<file path="config.mk">
export PLATFORM = sky130hd
export DESIGN_NAME = fft_axis_adapter
export DESIGN_NICKNAME = d
export VERILOG_FILES = /design/src/rtl/fft_adapter_pkg.sv /design/src/rtl/fft_axis_adapter_round_sat.sv /design/src/rtl/fft_axis_adapter.sv
export SDC_FILE = /design/constraint.sdc
export NUM_CORES = 1
export LEC_CHECK = 0
export CAP_MARGIN = 20
export CELL_PAD_IN_SITES_DETAIL_PLACEMENT = 0
export CELL_PAD_IN_SITES_GLOBAL_PLACEMENT = 1
export CORE_AREA = 2 2 97 99
export CTS_CLUSTER_DIAMETER = 80
export DETAILED_ROUTE_END_ITERATION = 16
export DIE_AREA = 0 0 99 101
export PLACE_DENSITY = 0.9
export RECOVER_POWER = 100
export SYNTH_ARGS = -nofsm -noshare
export SYNTH_HDL_FRONTEND = slang
export SYNTH_SLANG_ARGS = --single-unit
export TNS_END_PERCENT = 50
</file>
<file path="constraint.sdc">
create_clock -name aclk -period 6.35 [get_ports aclk]
set_input_delay 1.27 -clock aclk [delete_from_list [all_inputs] [get_ports aclk]]
set_output_delay 1.27 -clock aclk [all_outputs]
set_load 0.02 [all_outputs]
</file>
<file path="src/rtl/fft_adapter_pkg.sv">
// rtl/fft_adapter_pkg.sv - shared types, constants and helpers for the FFT stream adapter
package fft_adapter_pkg;

  typedef enum logic {
    CFG_SEND = 1'b0,
    RUN      = 1'b1
  } state_t;

  localparam logic [7:0] CFG_DEFAULT = 8'h01;

  // Round half up by dropping s LSBs, then clamp to a signed out_w-bit range.
  function automatic logic signed [31:0] round_sat_fn(input logic signed [31:0] x,
                                                      input int s, input int out_w);
    logic signed [31:0] r;
    logic signed [31:0] hi;
    logic signed [31:0] lo;
    r = x;
    if (s > 0) r = (x + (32'sd1 <<< (s - 1))) >>> s;
    hi = (32'sd1 <<< (out_w - 1)) - 32'sd1;
    lo = -hi - 32'sd1;
    if (r > hi) r = hi;
    else if (r < lo) r = lo;
    return r;
  endfunction

  function automatic logic [7:0] sat_inc8(input logic [7:0] c);
    return (c == 8'hFF) ? c : c + 8'd1;
  endfunction

endpackage

</file>
<file path="src/rtl/fft_axis_adapter_round_sat.sv">
// rtl/fft_axis_adapter_round_sat.sv - combinational round-and-saturate of one core component
module round_sat
  import fft_adapter_pkg::*;
#(
  parameter int CORE_W = 16,
  parameter int OUT_W  = 8
) (
  input  logic [CORE_W-1:0] x,
  output logic [OUT_W-1:0]  y
);

  assign y = OUT_W'(round_sat_fn(32'(signed'(x)), CORE_W - OUT_W, OUT_W));

endmodule

</file>
<file path="src/rtl/fft_axis_adapter.sv">
// rtl/fft_axis_adapter.sv - stream adapter between user samples and an FFT core
module fft_axis_adapter #(
  parameter int IN_W      = 8,
  parameter int CORE_W    = 16,
  parameter int OUT_W     = 8,
  parameter int NFFT_LOG2 = 3,
  parameter int CFG_W     = 8,
  parameter logic [CFG_W-1:0] CFG_DEFAULT = CFG_W'(fft_adapter_pkg::CFG_DEFAULT)
) (
  input  logic                aclk,
  input  logic                aresetn,
  input  logic [IN_W-1:0]     in_data,
  input  logic                in_valid,
  input  logic                in_last,
  output logic                in_ready,
  input  logic [CFG_W-1:0]    cfg_data,
  input  logic                cfg_valid,
  output logic                cfg_ready,
  output logic [OUT_W-1:0]    out_data,
  output logic                out_valid,
  output logic                out_last,
  input  logic                out_ready,
  input  logic                out_sel,
  output logic [2*CORE_W-1:0] core_s_tdata,
  output logic                core_s_tvalid,
  output logic                core_s_tlast,
  input  logic                core_s_tready,
  output logic [CFG_W-1:0]    core_cfg_tdata,
  output logic                core_cfg_tvalid,
  input  logic                core_cfg_tready,
  input  logic [2*CORE_W-1:0] core_m_tdata,
  input  logic                core_m_tvalid,
  input  logic                core_m_tlast,
  output logic                core_m_tready,
  output logic [7:0]          err_last_early,
  output logic [7:0]          err_last_missing,
  output logic [7:0]          frames_out
);
  import fft_adapter_pkg::*;

  state_t               state, state_nxt;
  logic [CFG_W-1:0]     cfg_pend;
  logic [NFFT_LOG2-1:0] frame_cnt;
  logic                 cnt_last;
  logic                 in_hs;
  logic                 cfg_hs;
  logic                 core_m_hs;
  logic [CORE_W-1:0]    sel_x;
  logic [OUT_W-1:0]     conv_x;

  assign cnt_last  = &frame_cnt;
  assign in_hs     = in_valid && in_ready;
  assign cfg_hs    = cfg_valid && cfg_ready;
  assign core_m_hs = core_m_tvalid && core_m_tready;

  assign core_s_tdata   = {{CORE_W{1'b0}}, CORE_W'(signed'(in_data))};
  assign core_s_tvalid  = in_valid && (state == RUN);
  assign core_s_tlast   = cnt_last;
  assign core_cfg_tdata = cfg_pend;

  // Reconfiguration is only taken on an idle frame boundary so the core never sees a split frame.
  always_comb begin
    state_nxt       = state;
    in_ready        = 1'b0;
    cfg_ready       = 1'b0;
    core_cfg_tvalid = 1'b0;
    case (state)
      CFG_SEND: begin
        core_cfg_tvalid = 1'b1;
        if (core_cfg_tready) state_nxt = RUN;
      end
      RUN: begin
        in_ready  = core_s_tready;
        cfg_ready = (frame_cnt == '0) && !(in_valid && core_s_tready);
        if (cfg_valid && cfg_ready) state_nxt = CFG_SEND;
      end
    endcase
  end

  always_ff @(posedge aclk) begin
    if (!aresetn) begin
      state            <= CFG_SEND;
      cfg_pend         <= CFG_DEFAULT;
      frame_cnt        <= '0;
      err_last_early   <= '0;
      err_last_missing <= '0;
    end else begin
      state <= state_nxt;
      if (cfg_hs) cfg_pend <= cfg_data;
      if (in_hs) begin
        frame_cnt <= frame_cnt + NFFT_LOG2'(1);
        if (in_last && !cnt_last) err_last_early <= sat_inc8(err_last_early);
        if (!in_last && cnt_last) err_last_missing <= sat_inc8(err_last_missing);
      end
    end
  end

  assign sel_x = out_sel ? core_m_tdata[2*CORE_W-1:CORE_W] : core_m_tdata[CORE_W-1:0];

  round_sat #(
    .CORE_W(CORE_W),
    .OUT_W (OUT_W)
  ) u_round_sat (
    .x(sel_x),
    .y(conv_x)
  );

  assign core_m_tready = !out_valid || out_ready;

  always_ff @(posedge aclk) begin
    if (!aresetn) begin
      out_valid  <= 1'b0;
      out_data   <= '0;
      out_last   <= 1'b0;
      frames_out <= '0;
    end else begin
      if (core_m_hs) begin
        out_valid <= 1'b1;
        out_data  <= conv_x;
        out_last  <= core_m_tlast;
      end else if (out_ready) begin
        out_valid <= 1'b0;
      end
      if (out_valid && out_ready && out_last) frames_out <= sat_inc8(frames_out);
    end
  end

endmodule
</file>
==> results of run 1 <==
path summary, 6_finish.rpt:
kind	start	to	slack (ns)	cells past startpoint
worst min register to register	core_cfg_tdata[5]	core_cfg_tdata[5]	0.47	2
worst max-delay path	in_valid	cfg_ready	2.18	4
worst min-delay path	core_cfg_tdata[5]	core_cfg_tdata[5]	0.47	2
worst max register to register	frame_cnt[0]	err_last_missing[6]	4.22	7
power by group through the flow:
| stage | Clock (W) | Sequential (W) | Combinational [W] |
|---|---|---|---|
| 2_1_floorplan | 0 | 0.000317 | 0.0000708 |
| 6_report | 0.000186 | 0.000302 | 0.000106 |
| 4_1_cts | 0.000197 | 0.000303 | 0.000111 |
| 3_3_place_gp | 0 | 0.000309 | 0.000109 |
| 3_5_place_dp | 0 | 0.000309 | 0.000110 |
| 5_1_grt | 0.000209 | 0.000304 | 0.000115 |
sequential cells by signal, indices dropped and copies added (netlist names), 3 cells and up:
signal and cells:
core_cfg_tdata 8, err_last_early 8, err_last_missing 8, frames_out 8, out_data 8, frame_cnt 3
cell usage in the layout, fill, tap and decap left out, types with 5 or more instances in the layout:
master and instances:
a21boi_0 13, xor2_1 11, ha_1 7, nor2b_1 7
nor2_1 5, o21ai_0 12, and2_0 7, and2_1 14
clkbuf_8 5, xnor2_1 10, nand2_1 28, conb_1 16
dlygate4sd3_1 50, a21oi_1 10, dfxtp_1 46, nand3_1 18
mux2i_1 14, inv_1 6, clkdlybuf4s50_1 34, nand4_1 5
cell families after synthesis:
family	Yosys count	share of synthesized area, %
AOI/OAI and AO/OA	49	12.9
xor gates and xnor gates	21	7.00
and+or+nand+nor	108	22.9
other	1	0.143
buffers and inverters	49	11.7
muxes	18	7.05
DFF	46	35.0
adders and majority gates	7	3.33
routing by layer:
layer / vias up / global-route usage, %
li1: 1121 / -
met1: 1008 / 12.9
met2: 86 / 20.7
met3: 6 / 3.12
met4: 0 / 4.21
met5: - / 0
stage by stage:
step	power (W)	hold slack, ns	instance area [um2]	util, %	std cells
finish	0.000594	0.470	3480	38.8	476
global route	0.000628	0.498	3480	38.8	476
CTS	0.000610	0.472	3490	38.8	476
detailed placement	0.000419	0.457	3390	37.8	468
global placement	0.000418	0.451	3390	37.8	468
floorplan	0.000388	0.513	2680	-	314
worst max-delay path, stage by stage:
cell	delay, ns
clkdlybuf4s50_1	0.49
a211oi_1	0.26
buf_4	0.21
dlygate4sd3_1	0.68
area by class of cell:
type / instances / area (um2)
inverter: 6 / 22.5
clock inverter: 3 / 23.8
tap: 111 / 139
sequential: 46 / 921
clock buffer: 5 / 68.8
timing repair buffer: 86 / 852
multi-input combinational: 219 / 1460
fill: 908 / 5490
==> results.json, run 1 <==
{
  "yosys_warnings": 0,
  "worstPathArrival_ns": 2.90,
  "cts_tree": "yes",
  "synth_cells": 299,
  "yosys-top-cells-count": "46 x dfxtp_1, 32 x buf_4, 28 x nand2_1, 21 x and2_1, 18 x nand3_1",
  "totalWireLength_um": 5810,
  "synth-edff-count": 0,
  "vdd_drop_max_v": 0.0000841,
  "ys_ff_latch": 46,
  "seq_area_frac_synth_pct": 35.0,
  "dr_wl_met3_um": 420,
  "grt_pass1_vias": 2072,
  "dieArea_mm2": 0.0100,
  "antenna_cells": 0,
  "worstSetupPathType": "in -> out",
  "grt_max_degree": 48,
  "violations": "capacitance limit, slew limit",
  "maxCapViolations": 1,
  "grt_use_total_pct": 11.5,
  "relSlewSlack_pct": -10.6,
  "switching_share_pct": 28.3,
  "critical_path_peak_fanout": 11,
  "clock-sinks": 46,
  "tightestPinTransition_ns": 1.66,
  "die_w_um": 99,
  "synth_ff_type": "dfxtp_1",
  "synth_top_area_share_pct": 35.0,
  "combPwrFrac_pct": 17.8,
  "vias": 2221,
  "ant_nets": 0,
  "rows": 35,
  "critPathCaptureType": "output port",
  "firstDrtPassIters": 6,
  "fin_crit_sh_pct": 65.7,
  "ctsHoldBuffers": 0,
  "postCtsSetupRepairBufs": 0,
  "pwr-share-seq_pct": 50.9,
  "p_leak_nw": 1.46,
  "synth_area_mm2": 0.00263,
  "postSynthAreaPerCell_um2": 8.79,
  "rsz0062_at_grt": "no",
  "p_per_area_mw_per_mm2": 170,
  "top_layer": "met4",
  "post_cts_resized": 0,
  "cts.htree.levels": 2,
  "clkPwrFrac_pct": 31.4,
  "root_buffer": "clkbuf_8",
  "clk_pin_slew_worst_paths_ns": 0.10,
  "routedWlPerCell_um": 12.2,
  "place_hpwl_um": 4380,
  "ys_types": 44,
  "status": "finished, violations left",
  "portBuffers": 84,
  "gp_congestion": 0.728,
  "initial_utilization_pct": 29.3,
  "synth_most_common_cell": "dfxtp_1",
  "grt_pass1_wl_um": 9450,
  "cts_buffer_depth": 2,
  "core_area_mm2": 0.00898,
  "fmax_mhz": 240,
  "synthArstFlopShare_pct": 0,
  "viasPerCell": 4.67,
  "finalCriticalPeriod_ns": 4.17,
  "overflow": 0,
  "final-hold-violation-count": 0,
  "boundaryPins": 139,
  "cts_made_buffers": 5,
  "drt-met1-wl_um": 2410,
  "post-place-ws_ns": 2.23,
  "fin_skew_ns": 0.00823,
  "layout_setup_ws_ns": 2.18,
  "clk_latency_ns": 0.30,
  "area_growth_pct": 32.6,
  "drc_errors": 0,
  "start_kind": "primary input",
  "setup_tns_ns": 0,
  "die_h_um": 101,
  "drtIter0Drc": 46,
  "setup_viol_count_final": 0,
  "switchingPower_w": 0.000168,
  "synth_top_cell_by_area": "dfxtp_1",
  "slew_viol_final": 48,
  "wl_met2_um": 2890,
  "drive_above_1_share_pct": 5.21,
  "netlist_top_cells_area": "dfxtp_1 35%, buf_4 9.1%, mux2i_1 5.3%, and2_1 5.0%, nand2_1 4.0%",
  "internal_power_w": 0.000426,
  "crit_required_ns": 5.08,
  "finalNetCount": 430,
  "hold_class": "reg -> reg",
  "grt_antenna_before_repair": 0
}
Note: power is estimated with default switching activity, not from simulation.
==> inputs of run 2 (changes only) <==
Settings changed: CORE_AREA 2 2 97 99 to 2 2 106 108, DIE_AREA 0 0 99 101 to 0 0 108 110, PLACE_DENSITY 0.9 to 0.81.
Clock period 6.35 ns to 3.3 ns, I/O delays scaled along.
==> results.json, run 2 (synthesized netlist as in run 1, its figures left out) <==
{
  "status": "complete, no violations",
  "relSlewSlack_pct": 38.7,
  "p_per_area_mw_per_mm2": 318,
  "grt_pass1_vias": 2130,
  "clk_pin_slew_worst_paths_ns": 0.08,
  "totalWireLength_um": 6210,
  "vdd_drop_max_v": 0.000148,
  "grt_pass1_wl_um": 9920,
  "final-seq-area_um2": 921,
  "vias": 2236,
  "place_hpwl_um": 4810,
  "cts_tree": "yes",
  "drc_errors": 0,
  "area_growth_pct": 33.1,
  "critPathCaptureType": "output port",
  "dpl-instance-area_mm2": 0.00344,
  "postCtsSetupRepairBufs": 0,
  "fmax_mhz": 346,
  "ant_nets": 0,
  "grt_max_degree": 27,
  "finalNetCount": 431,
  "cts_made_buffers": 5,
  "worstSetupPathType": "in -> out",
  "layout_setup_ws_ns": 0.410,
  "drive_above_1_share_pct": 4.38,
  "rsz0062_at_grt": "no",
  "overflow": 0,
  "hold_class": "reg -> reg",
  "tightestPinTransition_ns": 0.916,
  "firstDrtPassIters": 4,
  "die_h_um": 110,
  "gp_congestion": 0.803,
  "ctsHoldBuffers": 0,
  "fill_cells": 1128,
  "initial_utilization_pct": 24.6,
  "finalPower_w": 0.00111,
  "grt_use_total_pct": 10.4,
  "multi_input_area_mm2": 0.00144,
  "fin_skew_ns": 0.00511,
  "antenna_cells": 0,
  "cts.htree.levels": 2,
  "root_buffer": "clkbuf_8",
  "core_area_mm2": 0.0107,
  "dieArea_mm2": 0.0119,
  "post_cts_resized": 0,
  "clk_latency_ns": 0.29,
  "stdcell_area_mm2": 0.00350,
  "portBuffers": 84,
  "routedWlPerCell_um": 12.3,
  "final_cell_mix": "51 x dlygate4sd3_1, 46 x dfxtp_1, 33 x clkdlybuf4s50_1",
  "post-place-ws_ns": 0.501,
  "setup_viol_count_final": 0,
  "start_kind": "primary input",
  "maxCapViolations": 0,
  "critical_path_peak_fanout": 3,
  "finalCriticalPeriod_ns": 2.89,
  "fin_crit_sh_pct": 87.6,
  "final-hold-violation-count": 0,
  "crit_required_ns": 2.64,
  "p_leak_nw": 1.46,
  "layout_commonest_cell": "dlygate4sd3_1",
  "cts_buffer_depth": 2,
  "boundaryPins": 139,
  "r2r_slack_ns": 1.20,
  "slew_viol_final": 0,
  "die_w_um": 108,
  "rows": 38,
  "setup_tns_ns": 0,
  "viasPerCell": 4.43,
  "drtIter0Drc": 49,
  "clock-sinks": 46,
  "worstPathArrival_ns": 2.23,
  "grt_antenna_before_repair": 0
}
==> run 2: cell types whose count changed in the layout (fill, tap and decap cells not counted) <==
cell             change
nand3_1              +1
clkbuf_1             +2
and2_0               -1
clkinvlp_4           -1
nand3_4              -1
dlygate4sd3_1        +1
and2_1               +1
inv_6                -1
clkdlybuf4s50_1      -1
==> run 2: worst max-delay path: stages <==
cell           delay (ns)
dlygate4sd3_1        0.57
a211oi_1             0.28
dlygate4sd3_1        0.72
==> run 2: area by class of cell <==
class,count,share of cell area (%)
inverters,6,0.644
clock buffers,6,2.07
flip-flops and latches,46,26.3
multi-input cells,219,41.3
clock inverters,1,0.215
well taps,140,5.01
repair buffers,87,24.5
==> run 2: per-layer routing <==
layer  wire [um]  part of all wire (%)  GRT usage [%]  vias to the layer above
li1            -                     -              -                     1117
met4          56                  0.90           3.48                        0
met2        3120                    50           19.4                       69
met3         386                   6.2           2.47                        4
met1        2650                    43           11.7                     1046
met5           0                     0              0                        -
==> run 2: final timing paths <==
check / start / to / depth (start not counted)
max: in_valid / cfg_ready / 3
min: core_cfg_tdata[0] / core_cfg_tdata[0] / 2
max reg2reg: frame_cnt[0] / err_last_early[7] / 7
min reg2reg: core_cfg_tdata[0] / core_cfg_tdata[0] / 2
==> run 2: report_power, final <==
part / switching (W) / internal, W
clock network: 0.000181 / 0.000146
registers: 0.0000102 / 0.000571
logic: 0.000109 / 0.0000957
total: 0.000301 / 0.000812
==> run 2: stage by stage <==
step,std cells,hold WS (ns),util (%)
2_1_floorplan,314,0.513,-
3_3_place_gp,498,0.454,32.1
3_5_place_dp,498,0.465,32.1
4_1_cts,505,0.481,32.9
5_1_grt,505,0.508,32.7
6_report,505,0.470,32.7
==> inputs of run 3 (changes only) <==
Settings changed: PLACE_DENSITY 0.81 to 0.73.
==> results.json, run 3 (synthesized netlist as in run 1, its figures left out) <==
{
  "status": "complete, no violations",
  "cp_top_family": "buffers and inverters",
  "cp_common_cell": "dlygate4sd3_1",
  "die_h_um": 110,
  "start_kind": "primary input",
  "ant_nets": 0,
  "internal_power_w": 0.000859,
  "cp_num_buf_inv": 2,
  "grt_pass1_wl_um": 10000,
  "gp_congestion": 0.785,
  "vdd_drop_max_v": 0.000187,
  "die_w_um": 108,
  "cts_made_buffers": 5,
  "grt_use_total_pct": 10.5,
  "postCtsSetupRepairBufs": 0,
  "critPathCaptureType": "output port",
  "fin_crit_sh_pct": 88.5,
  "crit_required_ns": 2.64,
  "clk_pin_slew_worst_paths_ns": 0.09,
  "worstPathArrival_ns": 2.26,
  "post_cts_resized": 0,
  "p_leak_nw": 1.48,
  "drtIter0Drc": 42,
  "multi_input_area_mm2": 0.00143,
  "final_cell_mix": "52 x dlygate4sd3_1, 46 x dfxtp_1, 32 x clkdlybuf4s50_1",
  "finalNetCount": 433,
  "final-hold-violation-count": 0,
  "finalPower_w": 0.00118,
  "fin_skew_ns": 0.00603,
  "boundaryPins": 139,
  "clkPwrFrac_pct": 33.4,
  "critical_path_peak_fanout": 3,
  "hp-start": "core_cfg_tdata[5]",
  "core_area_mm2": 0.0107,
  "r2r_slack_ns": 0.82,
  "layout_commonest_cell": "dlygate4sd3_1",
  "drc_errors": 0,
  "switching_share_pct": 27.2,
  "rsz0062_at_grt": "no",
  "critPathSlowestCell": "dlygate4sd3_1",
  "totalWireLength_um": 6210,
  "max_stage_delay_ns": 0.72,
  "grt_pass1_vias": 2067,
  "dieArea_mm2": 0.0119,
  "cp_cell_sequence": "dlygate4sd3_1, a211oi_1, dlygate4sd3_1",
  "fmax_mhz": 342,
  "finalCriticalPeriod_ns": 2.92,
  "root_buffer": "clkbuf_8",
  "routedWlPerCell_um": 12.2,
  "cts_tree": "yes",
  "cts_buffer_depth": 2,
  "portBuffers": 84,
  "vias": 2178,
  "rows": 38,
  "r2r_end": "err_last_early[7]",
  "firstDrtPassIters": 4,
  "min_path_cells": 2,
  "worstSetupPathType": "in -> out",
  "combPwrFrac_pct": 17.3,
  "hold_class": "reg -> reg",
  "holdPathEnd": "core_cfg_tdata[5]",
  "final-seq-area_um2": 921,
  "overflow": 0,
  "utilization_pct": 32.8,
  "clock-sinks": 46,
  "antenna_cells": 0,
  "maxCapViolations": 0,
  "relSlewSlack_pct": 26.9,
  "grt_max_degree": 22,
  "switchingPower_w": 0.000320,
  "tightestPinTransition_ns": 1.09,
  "area_growth_pct": 33.7,
  "setup_viol_count_final": 0,
  "r2r_cells": 7,
  "clk_latency_ns": 0.30,
  "setup_tns_ns": 0,
  "grt_antenna_before_repair": 0,
  "p_per_area_mw_per_mm2": 336,
  "place_hpwl_um": 4720,
  "initial_utilization_pct": 24.6,
  "slew_viol_final": 0,
  "ctsHoldBuffers": 0,
  "cts.htree.levels": 2,
  "viasPerCell": 4.29,
  "fill_cells": 1141,
  "reg2reg_from": "frame_cnt[0]",
  "pwr-share-seq_pct": 49.2,
  "drive_above_1_share_pct": 4.62
}
==> run 3: how the worst max path moves through the flow <==
stage                         to  startpoint  slack (ns)  cells past startpoint
5_1_grt        err_last_early[5]    in_valid        0.21                      6
4_1_cts                cfg_ready    in_valid        0.47                      3
6_report               cfg_ready    in_valid        0.38                      3
2_1_floorplan        out_data[2]     out_sel        0.88                      8
3_5_place_dp           cfg_ready    in_valid        0.47                      3
3_3_place_gp           cfg_ready    in_valid        0.46                      3
==> run 3: area by class of cell <==
cell class                      instances  area share (%)
Clock inverter                          1           0.249
Clock buffer                            7            2.74
Sequential cell                        46            26.2
Tap cell                              140            4.99
Multi-Input combinational cell        219            40.6
Inverter                                6           0.641
Timing Repair Buffer                   89            24.6
==> run 3: power groups by stage <==
stage                     clock [W]  combinational (W)  sequential (W)
after floorplan                   0           0.000136        0.000611
after global placement            0           0.000216        0.000595
after detailed placement          0           0.000217        0.000595
after CTS                  0.000415           0.000218        0.000582
after global routing       0.000439           0.000222        0.000584
final                      0.000394           0.000204        0.000581
==> run 3: metrics by stage <==
| step | hold slack (ns) | worst slack, ns | instance area (um2) | cells |
|---|---|---|---|---|
| 3_5_place_dp | 0.457 | 0.472 | 3450 | 500 |
| 4_1_cts | 0.471 | 0.468 | 3560 | 508 |
| 5_1_grt | 0.483 | 0.213 | 3510 | 508 |
| 6_report | 0.466 | 0.380 | 3510 | 508 |
| 2_1_floorplan | 0.513 | 0.884 | 2680 | 314 |
| 3_3_place_gp | 0.451 | 0.459 | 3450 | 500 |
==> run 3: layer usage <==
layer  GRT usage, %  share of wire [%]  vias to the layer above  routed length [um]
li1               -                  -                     1118                   -
met2           18.4                 48                       65                3000
met4           3.66                1.2                        0                  73
met3           2.23                6.1                        4                 380
met1           12.8                 44                      991                2760
met5              0                  0                        -                   0
==> run 3: worst register-to-register path, stage by stage, from the launching register on <==
cell	delay [ns]
dfxtp_1	0.34
ha_1	0.21
ha_1	0.21
or2b_1	0.23
a311oi_1	0.83
nand3_2	0.14
or3_1	0.34
a21boi_1	0.14
